### src/rtl/aurora_pkg.sv
// Shared definitions for the Aurora TX stream path: a width helper and the
// reference layout of a stored AXI-Stream word.
package aurora_pkg;

   // Ceiling log2 with a floor of 1, so a one-entry structure still gets an address bit.
   function automatic int clog2_min1(input int n);
      int r;
      r = 1;
      for (int i = 1; i < 31; i++) begin
         if ((32'd1 << i) < n) begin
            r = i + 1;
         end else begin
            r = r;
         end
      end
      return r;
   endfunction

   // Reference stored-word layout for the default 8-bit stream; modules with other
   // widths declare a parameterised struct of the same shape.
   typedef struct packed {
      logic [7:0] data;
      logic [0:0] keep;
      logic       last;
   } aurora_axis_word_t;

endpackage

### src/rtl/aurora_sdp_ram.sv
// Simple dual-port memory: synchronous write, asynchronous read. No reset on the
// array so it maps onto distributed RAM.
module aurora_sdp_ram
   import aurora_pkg::*;
#(
   parameter int WIDTH = 10,
   parameter int DEPTH = 32,
   parameter int AW    = clog2_min1(DEPTH)
) (
   input  logic             clk,
   input  logic             we_i,
   input  logic [AW-1:0]    waddr_i,
   input  logic [WIDTH-1:0] wdata_i,
   input  logic [AW-1:0]    raddr_i,
   output logic [WIDTH-1:0] rdata_o
);

   logic [WIDTH-1:0] mem_q [DEPTH];

   // Store the incoming word on an accepted write.
   always_ff @(posedge clk) begin
      if (we_i) begin
         mem_q[waddr_i] <= wdata_i;
      end
   end

   assign rdata_o = mem_q[raddr_i];

endmodule

### src/rtl/aurora_tx_pkt_fifo.sv
// Aurora TX AXI-Stream FIFO with stream (first-word fall-through) and
// store-and-forward packet modes. Packet mode holds a frame back until its tlast
// word is stored; a bypass flag breaks the deadlock when a frame exceeds the depth.
module aurora_tx_pkt_fifo
   import aurora_pkg::*;
#(
   parameter int DATA_W      = 8,
   parameter int KEEP_W      = DATA_W / 8,
   parameter int FIFO_DEPTH  = 32,
   parameter bit PACKET_MODE = 1'b1,
   parameter int INIT_CYCLES = 4,
   parameter int CNT_W       = $clog2(FIFO_DEPTH + 1)
) (
   input  logic              rst_n,
   input  logic              clk,
   output logic              fifo_ready,
   output logic [CNT_W-1:0]  used_words,
   output logic [CNT_W-1:0]  pkt_count,
   input  logic [DATA_W-1:0] i_tdata,
   input  logic [KEEP_W-1:0] i_tkeep,
   input  logic              i_tvalid,
   input  logic              i_tlast,
   output logic              i_tready,
   output logic [DATA_W-1:0] o_tdata,
   output logic [KEEP_W-1:0] o_tkeep,
   output logic              o_tlast,
   output logic              o_tvalid,
   input  logic              o_tready
);

   localparam int AW = clog2_min1(FIFO_DEPTH);
   localparam int PW = AW + 1;
   localparam int IW = clog2_min1(INIT_CYCLES + 1);

   typedef struct packed {
      logic [DATA_W-1:0] data;
      logic [KEEP_W-1:0] keep;
      logic              last;
   } word_t;

   localparam int WORD_W = $bits(word_t);

   logic [PW-1:0]    wr_ptr_q, wr_ptr_d;
   logic [PW-1:0]    rd_ptr_q, rd_ptr_d;
   logic [CNT_W-1:0] pkt_q, pkt_d;
   logic             bypass_q, bypass_d;
   logic [IW-1:0]    init_cnt_q;
   logic             ready_q;

   logic             full_s;
   logic             empty_s;
   logic             release_s;
   logic             wr_en_s;
   logic             rd_en_s;
   logic [PW-1:0]    used_s;
   word_t            wr_word_s;
   word_t            rd_word_s;

   assign full_s  = (wr_ptr_q[AW] != rd_ptr_q[AW]) && (wr_ptr_q[AW-1:0] == rd_ptr_q[AW-1:0]);
   assign empty_s = (wr_ptr_q == rd_ptr_q);
   assign used_s  = wr_ptr_q - rd_ptr_q;

   // Stream mode always releases; packet mode waits for a whole frame or the deadlock bypass.
   assign release_s = (PACKET_MODE == 1'b0) || (pkt_q != {CNT_W{1'b0}}) || bypass_q;

   assign i_tready = ready_q & ~full_s;
   assign o_tvalid = ready_q & ~empty_s & release_s;
   assign wr_en_s  = i_tvalid & i_tready;
   assign rd_en_s  = o_tvalid & o_tready;

   assign wr_word_s = '{data: i_tdata, keep: i_tkeep, last: i_tlast};

   aurora_sdp_ram #(
      .WIDTH (WORD_W),
      .DEPTH (FIFO_DEPTH),
      .AW    (AW)
   ) u_ram (
      .clk     (clk),
      .we_i    (wr_en_s),
      .waddr_i (wr_ptr_q[AW-1:0]),
      .wdata_i (wr_word_s),
      .raddr_i (rd_ptr_q[AW-1:0]),
      .rdata_o (rd_word_s)
   );

   // Payload is forced to zero whenever nothing is being presented, including reset.
   assign o_tdata    = o_tvalid ? rd_word_s.data : {DATA_W{1'b0}};
   assign o_tkeep    = o_tvalid ? rd_word_s.keep : {KEEP_W{1'b0}};
   assign o_tlast    = o_tvalid & rd_word_s.last;
   assign fifo_ready = ready_q;
   assign used_words = CNT_W'(used_s);
   assign pkt_count  = pkt_q;

   // Next-state for pointers, frame counter and bypass flag.
   always_comb begin
      wr_ptr_d = wr_ptr_q;
      rd_ptr_d = rd_ptr_q;
      pkt_d    = pkt_q;
      bypass_d = bypass_q;

      if (wr_en_s) begin
         wr_ptr_d = wr_ptr_q + PW'(1);
      end else begin
         wr_ptr_d = wr_ptr_q;
      end

      if (rd_en_s) begin
         rd_ptr_d = rd_ptr_q + PW'(1);
      end else begin
         rd_ptr_d = rd_ptr_q;
      end

      case ({wr_en_s & i_tlast, rd_en_s & rd_word_s.last})
         2'b10:   pkt_d = pkt_q + CNT_W'(1);
         2'b01:   pkt_d = pkt_q - CNT_W'(1);
         default: pkt_d = pkt_q;
      endcase

      if (PACKET_MODE == 1'b0) begin
         bypass_d = 1'b0;
      end else if (rd_en_s && rd_word_s.last) begin
         bypass_d = 1'b0;
      end else if (full_s && (pkt_q == {CNT_W{1'b0}})) begin
         bypass_d = 1'b1;
      end else begin
         bypass_d = bypass_q;
      end
   end

   // FIFO state registers; reset discards all stored contents at once.
   always_ff @(posedge clk or negedge rst_n) begin
      if (!rst_n) begin
         wr_ptr_q <= {PW{1'b0}};
         rd_ptr_q <= {PW{1'b0}};
         pkt_q    <= {CNT_W{1'b0}};
         bypass_q <= 1'b0;
      end else begin
         wr_ptr_q <= wr_ptr_d;
         rd_ptr_q <= rd_ptr_d;
         pkt_q    <= pkt_d;
         bypass_q <= bypass_d;
      end
   end

   // Hold the FIFO closed for INIT_CYCLES edges after reset release, then stay ready.
   always_ff @(posedge clk or negedge rst_n) begin
      if (!rst_n) begin
         init_cnt_q <= {IW{1'b0}};
         ready_q    <= 1'b0;
      end else if (!ready_q) begin
         if (init_cnt_q == IW'(INIT_CYCLES - 1)) begin
            ready_q <= 1'b1;
         end else begin
            init_cnt_q <= init_cnt_q + IW'(1);
         end
      end
   end

endmodule

### config.mk
export PLATFORM = sky130hd
export DESIGN_NAME = aurora_tx_pkt_fifo
export DESIGN_NICKNAME = d
export VERILOG_FILES = /design/src/rtl/aurora_pkg.sv /design/src/rtl/aurora_sdp_ram.sv /design/src/rtl/aurora_tx_pkt_fifo.sv
export SDC_FILE = /design/constraint.sdc
export NUM_CORES = 1
export LEC_CHECK = 0
export CORE_ASPECT_RATIO = 1.1
export CORE_UTILIZATION = 61
export DETAILED_ROUTE_END_ITERATION = 12
export HOLD_SLACK_MARGIN = 0.15
export PLACE_DENSITY = 0.83
export SETUP_SLACK_MARGIN = 0.3
export SYNTH_ARGS = -nofsm -noshare
export SYNTH_HDL_FRONTEND = slang
export SYNTH_SLANG_ARGS = --single-unit
### constraint.sdc
create_clock -name clk -period 4.4 [get_ports clk]
set_input_delay 0.66 -clock clk [delete_from_list [all_inputs] [get_ports clk]]
set_output_delay 0.66 -clock clk [all_outputs]
set_load 0.02 [all_outputs]
==> key figures <==
Global routing
  • Total overflow reported by the global router: 0
  • Global-route wire length before repair: 44800 µm
  • Via count of the first global-routing pass: 7291
  • Antenna violations before repair: 0
  • Maximum number of pins on one net before global-route repair: 54
  • GRT Total Usage: 26.4%

Synth
  • Top-area cell type share of the netlist area: 69.5%
  • Mean area per synthesized cell: 19.2 µm²
  • Async set-or-reset flop fraction in the synthesized netlist: 6.71%
  • Most instantiated flip-flop cell in the synthesis netlist: sky130_fd_sc_hd__edfxtp_1
  • EDFF count, synth: 320
  • Post-synthesis cell type count: 46
  • Most repeated cell in the gate-level netlist after synthesis: sky130_fd_sc_hd__edfxtp_1
  • Post-synthesis cell area: 0.0138 mm²
  • Number of cells produced by synthesis: 722
  • Net count after synthesis: 752
  • Area contributors post-synth: sky130_fd_sc_hd__edfxtp_1 (69%), sky130_fd_sc_hd__mux4_2 (12%), sky130_fd_sc_hd__dfrtp_1 (4.2%)
  • Library cell with the largest summed area after synthesis: sky130_fd_sc_hd__edfxtp_1
  • Register area share after synthesis: 73.6%
  • Synth warn: 0
  • Top cell types by occurrence after synthesis: sky130_fd_sc_hd__edfxtp_1 (320), sky130_fd_sc_hd__mux4_2 (76), sky130_fd_sc_hd__nand2_1 (55)
  • Synth Register Bits: 343

Floorplanning
  • I/O pin count: 39
  • Die area: 0.0233 mm²
  • Die span in y: 160 µm
  • Number of rows in the core area: 57
  • Core Area: 0.0222 mm²
  • Starting utilization of the core area: 62.4%
  • X dimension of the die: 146 µm

STA
  • Setup TNS: 0 ps
  • Maximum clock frequency: 254 MHz
  • Final worst path period share: 89.4%
  • Final count of hold timing violations: 0
  • Slew Limit Headroom: 12.7%
  • Max-slew violations: 0
  • Hold WS: 490 ps
  • Final worst slack: 467 ps
  • Transition time of the tightest slew-check pin: 1310 ps
  • RSZ-0062 raised after global routing: no
  • Setup skew after layout: 22.8 ps
  • Final worst path period need: 3930 ps
  • Setup violations, final: 0

Drt
  • DR iter-0 viols: 805
  • Post-detailed-route DRC marker count: 0
  • Number of nets with antenna violations after detailed routing: 0
  • Average detailed-routed wire length per instance: 27.0 µm
  • Total number of vias: 7271
  • Final routed wirelength across all metal layers: 29700 µm
  • Number of detailed-routing iterations run before antenna repair: 6
  • Post-DR vias/cell: 6.60

Clocking
  • Clock transition at the registers of the reported paths: 70 ps
  • Buffer type at the clock tree root: sky130_fd_sc_hd__clkbuf_16
  • CTS HTree Levels: 2
  • Clock sink count: 343
  • Maximum buffer depth of the clock tree: 3
  • Clock latency on the worst-skew pair: 520 ps
  • TritonCTS clock tree: done
  • Cts bufs inserted: 34

Final layout
  • Proportion of layout cells with a drive suffix above 1: 20.7%
  • Design Area, Final: 0.0156 mm²
  • Diodes inserted: 0
  • Synth-to-layout area growth: 13.2%
  • Net count reported at finish: 814

Place
  • Number of port buffers: 38
  • Routability congestion estimate: 0.867
  • Total placed instance area: 0.0146 mm²
  • DP Worst Slack: 439 ps
  • Detailed placer's ending HPWL: 18000 µm

Hold path
  • Tightest Hold Check Type: register to register

Critical path
  • Worst endpoint required time: 3740 ps
  • Max stage delay on crit path: 550 ps
  • Delay-heaviest family, CP: multiplexers
  • Endpoint arrival time on the critical path: 3270 ps
  • Setup Crit Path Kind: register to output pin
  • Nature of the critical path endpoint: output pin
  • Buffers plus inverters on the worst setup path: 2
  • Slowest cell on the critical path: sky130_fd_sc_hd__mux4_2
  • Highest net fanout along the worst path: 29
  • Setup crit start kind: register
  • Crit-path cells: buf_12 -> mux4_2 -> mux2i_1 -> a32oi_1 -> and3_1 -> clkdlybuf4s50_1

Flow run
  • Max-cap violations: 0

Power
  • Maximum vdd ir drop: 0.543 mV
  • PwrDens: 687 mW/mm²
  • LEAKAGE: 5.21 nW

Run status
  • Run status: complete, no violations
timing repair:
action	CTS	global route
gates resized for setup	2	4
pin swaps	0	0
setup buffers	0	7
hold buffers	0	0
endpoints found under the setup margin	2	8
routing by layer:
layer / GRT usage, % / part of all wire [%] / vias to the layer above
met1: 36.5 / 38 / 3722
met5: 0 / 0 / -
met4: 10.4 / 3.7 / 0
met3: 4.31 / 8.7 / 71
li1: - / - / 3005
met2: 43.0 / 50 / 473
logic make-up (layout without fill, tap and decap cells):
group | count (synthesis) | in the layout | share of synthesized area [%]
XOR/XNOR | 22 | 22 | 1.39
AO/OA/AOI/OAI | 40 | 40 | 2.21
multiplexers | 112 | 112 | 15.0
adder cells (fa/ha/maj) | 16 | 16 | 1.50
AND/OR/NAND/NOR | 140 | 140 | 4.65
flip-flops | 343 | 343 | 73.6
buffers and inverters | 49 | 134 | 1.60
power by group:
part,internal [W],switching (W)
Sequential,0.00385,0.000255
Combinational,0.00180,0.00217
Clock,0.00151,0.00117
Total,0.00716,0.00360
layout by cell type, fill, tap and decap left out, types with 3 or more instances in the layout:
cell type / synthesis / routed
sky130_fd_sc_hd__and3_1: 12 / 12
sky130_fd_sc_hd__buf_4: 1 / 21
sky130_fd_sc_hd__mux2i_1: 34 / 32
sky130_fd_sc_hd__nor2_1: 47 / 47
sky130_fd_sc_hd__nand2_1: 55 / 55
sky130_fd_sc_hd__clkbuf_16: 0 / 35
sky130_fd_sc_hd__dfrtp_1: 23 / 20
sky130_fd_sc_hd__inv_1: 11 / 10
sky130_fd_sc_hd__nand4_1: 3 / 3
sky130_fd_sc_hd__nor2b_1: 4 / 4
sky130_fd_sc_hd__o21ai_0: 7 / 7
sky130_fd_sc_hd__mux4_2: 76 / 76
sky130_fd_sc_hd__clkinv_2: 0 / 10
sky130_fd_sc_hd__ha_1: 15 / 14
sky130_fd_sc_hd__clkinv_1: 1 / 6
sky130_fd_sc_hd__clkbuf_1: 17 / 6
sky130_fd_sc_hd__nand3_1: 3 / 3
sky130_fd_sc_hd__clkdlybuf4s50_1: 0 / 38
sky130_fd_sc_hd__a21oi_1: 4 / 4
sky130_fd_sc_hd__a32oi_1: 18 / 18
sky130_fd_sc_hd__xnor2_1: 11 / 11
sky130_fd_sc_hd__edfxtp_1: 320 / 320
sky130_fd_sc_hd__xor2_1: 11 / 11
sky130_fd_sc_hd__a21o_1: 4 / 4
path summary, 6_finish.rpt:
check                      cells after the start                  endpoint               startpoint  slack (ps)
min                                            1   rd_ptr_q[5]$_DFFE_PN0P_  rd_ptr_q[5]$_DFFE_PN0P_         490
max in group asynchronous                      1   rd_ptr_q[0]$_DFFE_PN0P_                    rst_n        2880
max reg2reg                                   14  pkt_count[4]$_DFFE_PN0P_  rd_ptr_q[1]$_DFFE_PN0P_         590
min in group asynchronous                      1   wr_ptr_q[3]$_DFFE_PN0P_                    rst_n         730
min reg2reg                                    1   rd_ptr_q[5]$_DFFE_PN0P_  rd_ptr_q[5]$_DFFE_PN0P_         490
max                                            6                   o_tkeep  rd_ptr_q[0]$_DFFE_PN0P_         470
sequential cells by signal (all words and copies together), names as in the netlist:
name,count
u_ram.mem_q,320
fifo_ready,1
pkt_count,6
bypass_q,1
wr_ptr_q,6
rd_ptr_q,6
init_cnt_q,3
cell type report:
type / count / area (µm²)
Inverter: 13 / 52.6
Timing Repair Buffer: 62 / 589
Sequential cell: 343 / 10200
Tap cell: 295 / 369
Clock buffer: 41 / 898
Clock inverter: 18 / 115
Fill cell: 1271 / 6530
Multi-Input combinational cell: 330 / 3430
metrics by stage:
step | utilization, % | total power (W) | std cells
6_report | 70.6 | 0.0108 | 1102
5_1_grt | 70.6 | 0.0111 | 1102
4_1_cts | 70.3 | 0.0107 | 1095
3_5_place_dp | 65.7 | 0.00800 | 1036
3_3_place_gp | 65.7 | 0.00788 | 1036
2_1_floorplan | - | 0.00662 | 722
worst reg2reg max path: cells and delay by family (launching register included):
family          cells  cell delay [ps]
mux                 1              550
compound gates      4              810
simple gates        3              500
fa+ha+maj           2              600
flops               1              500
buf+inv             2              400
xor+xnor            2              330
Power figures use the tool's default switching activity.
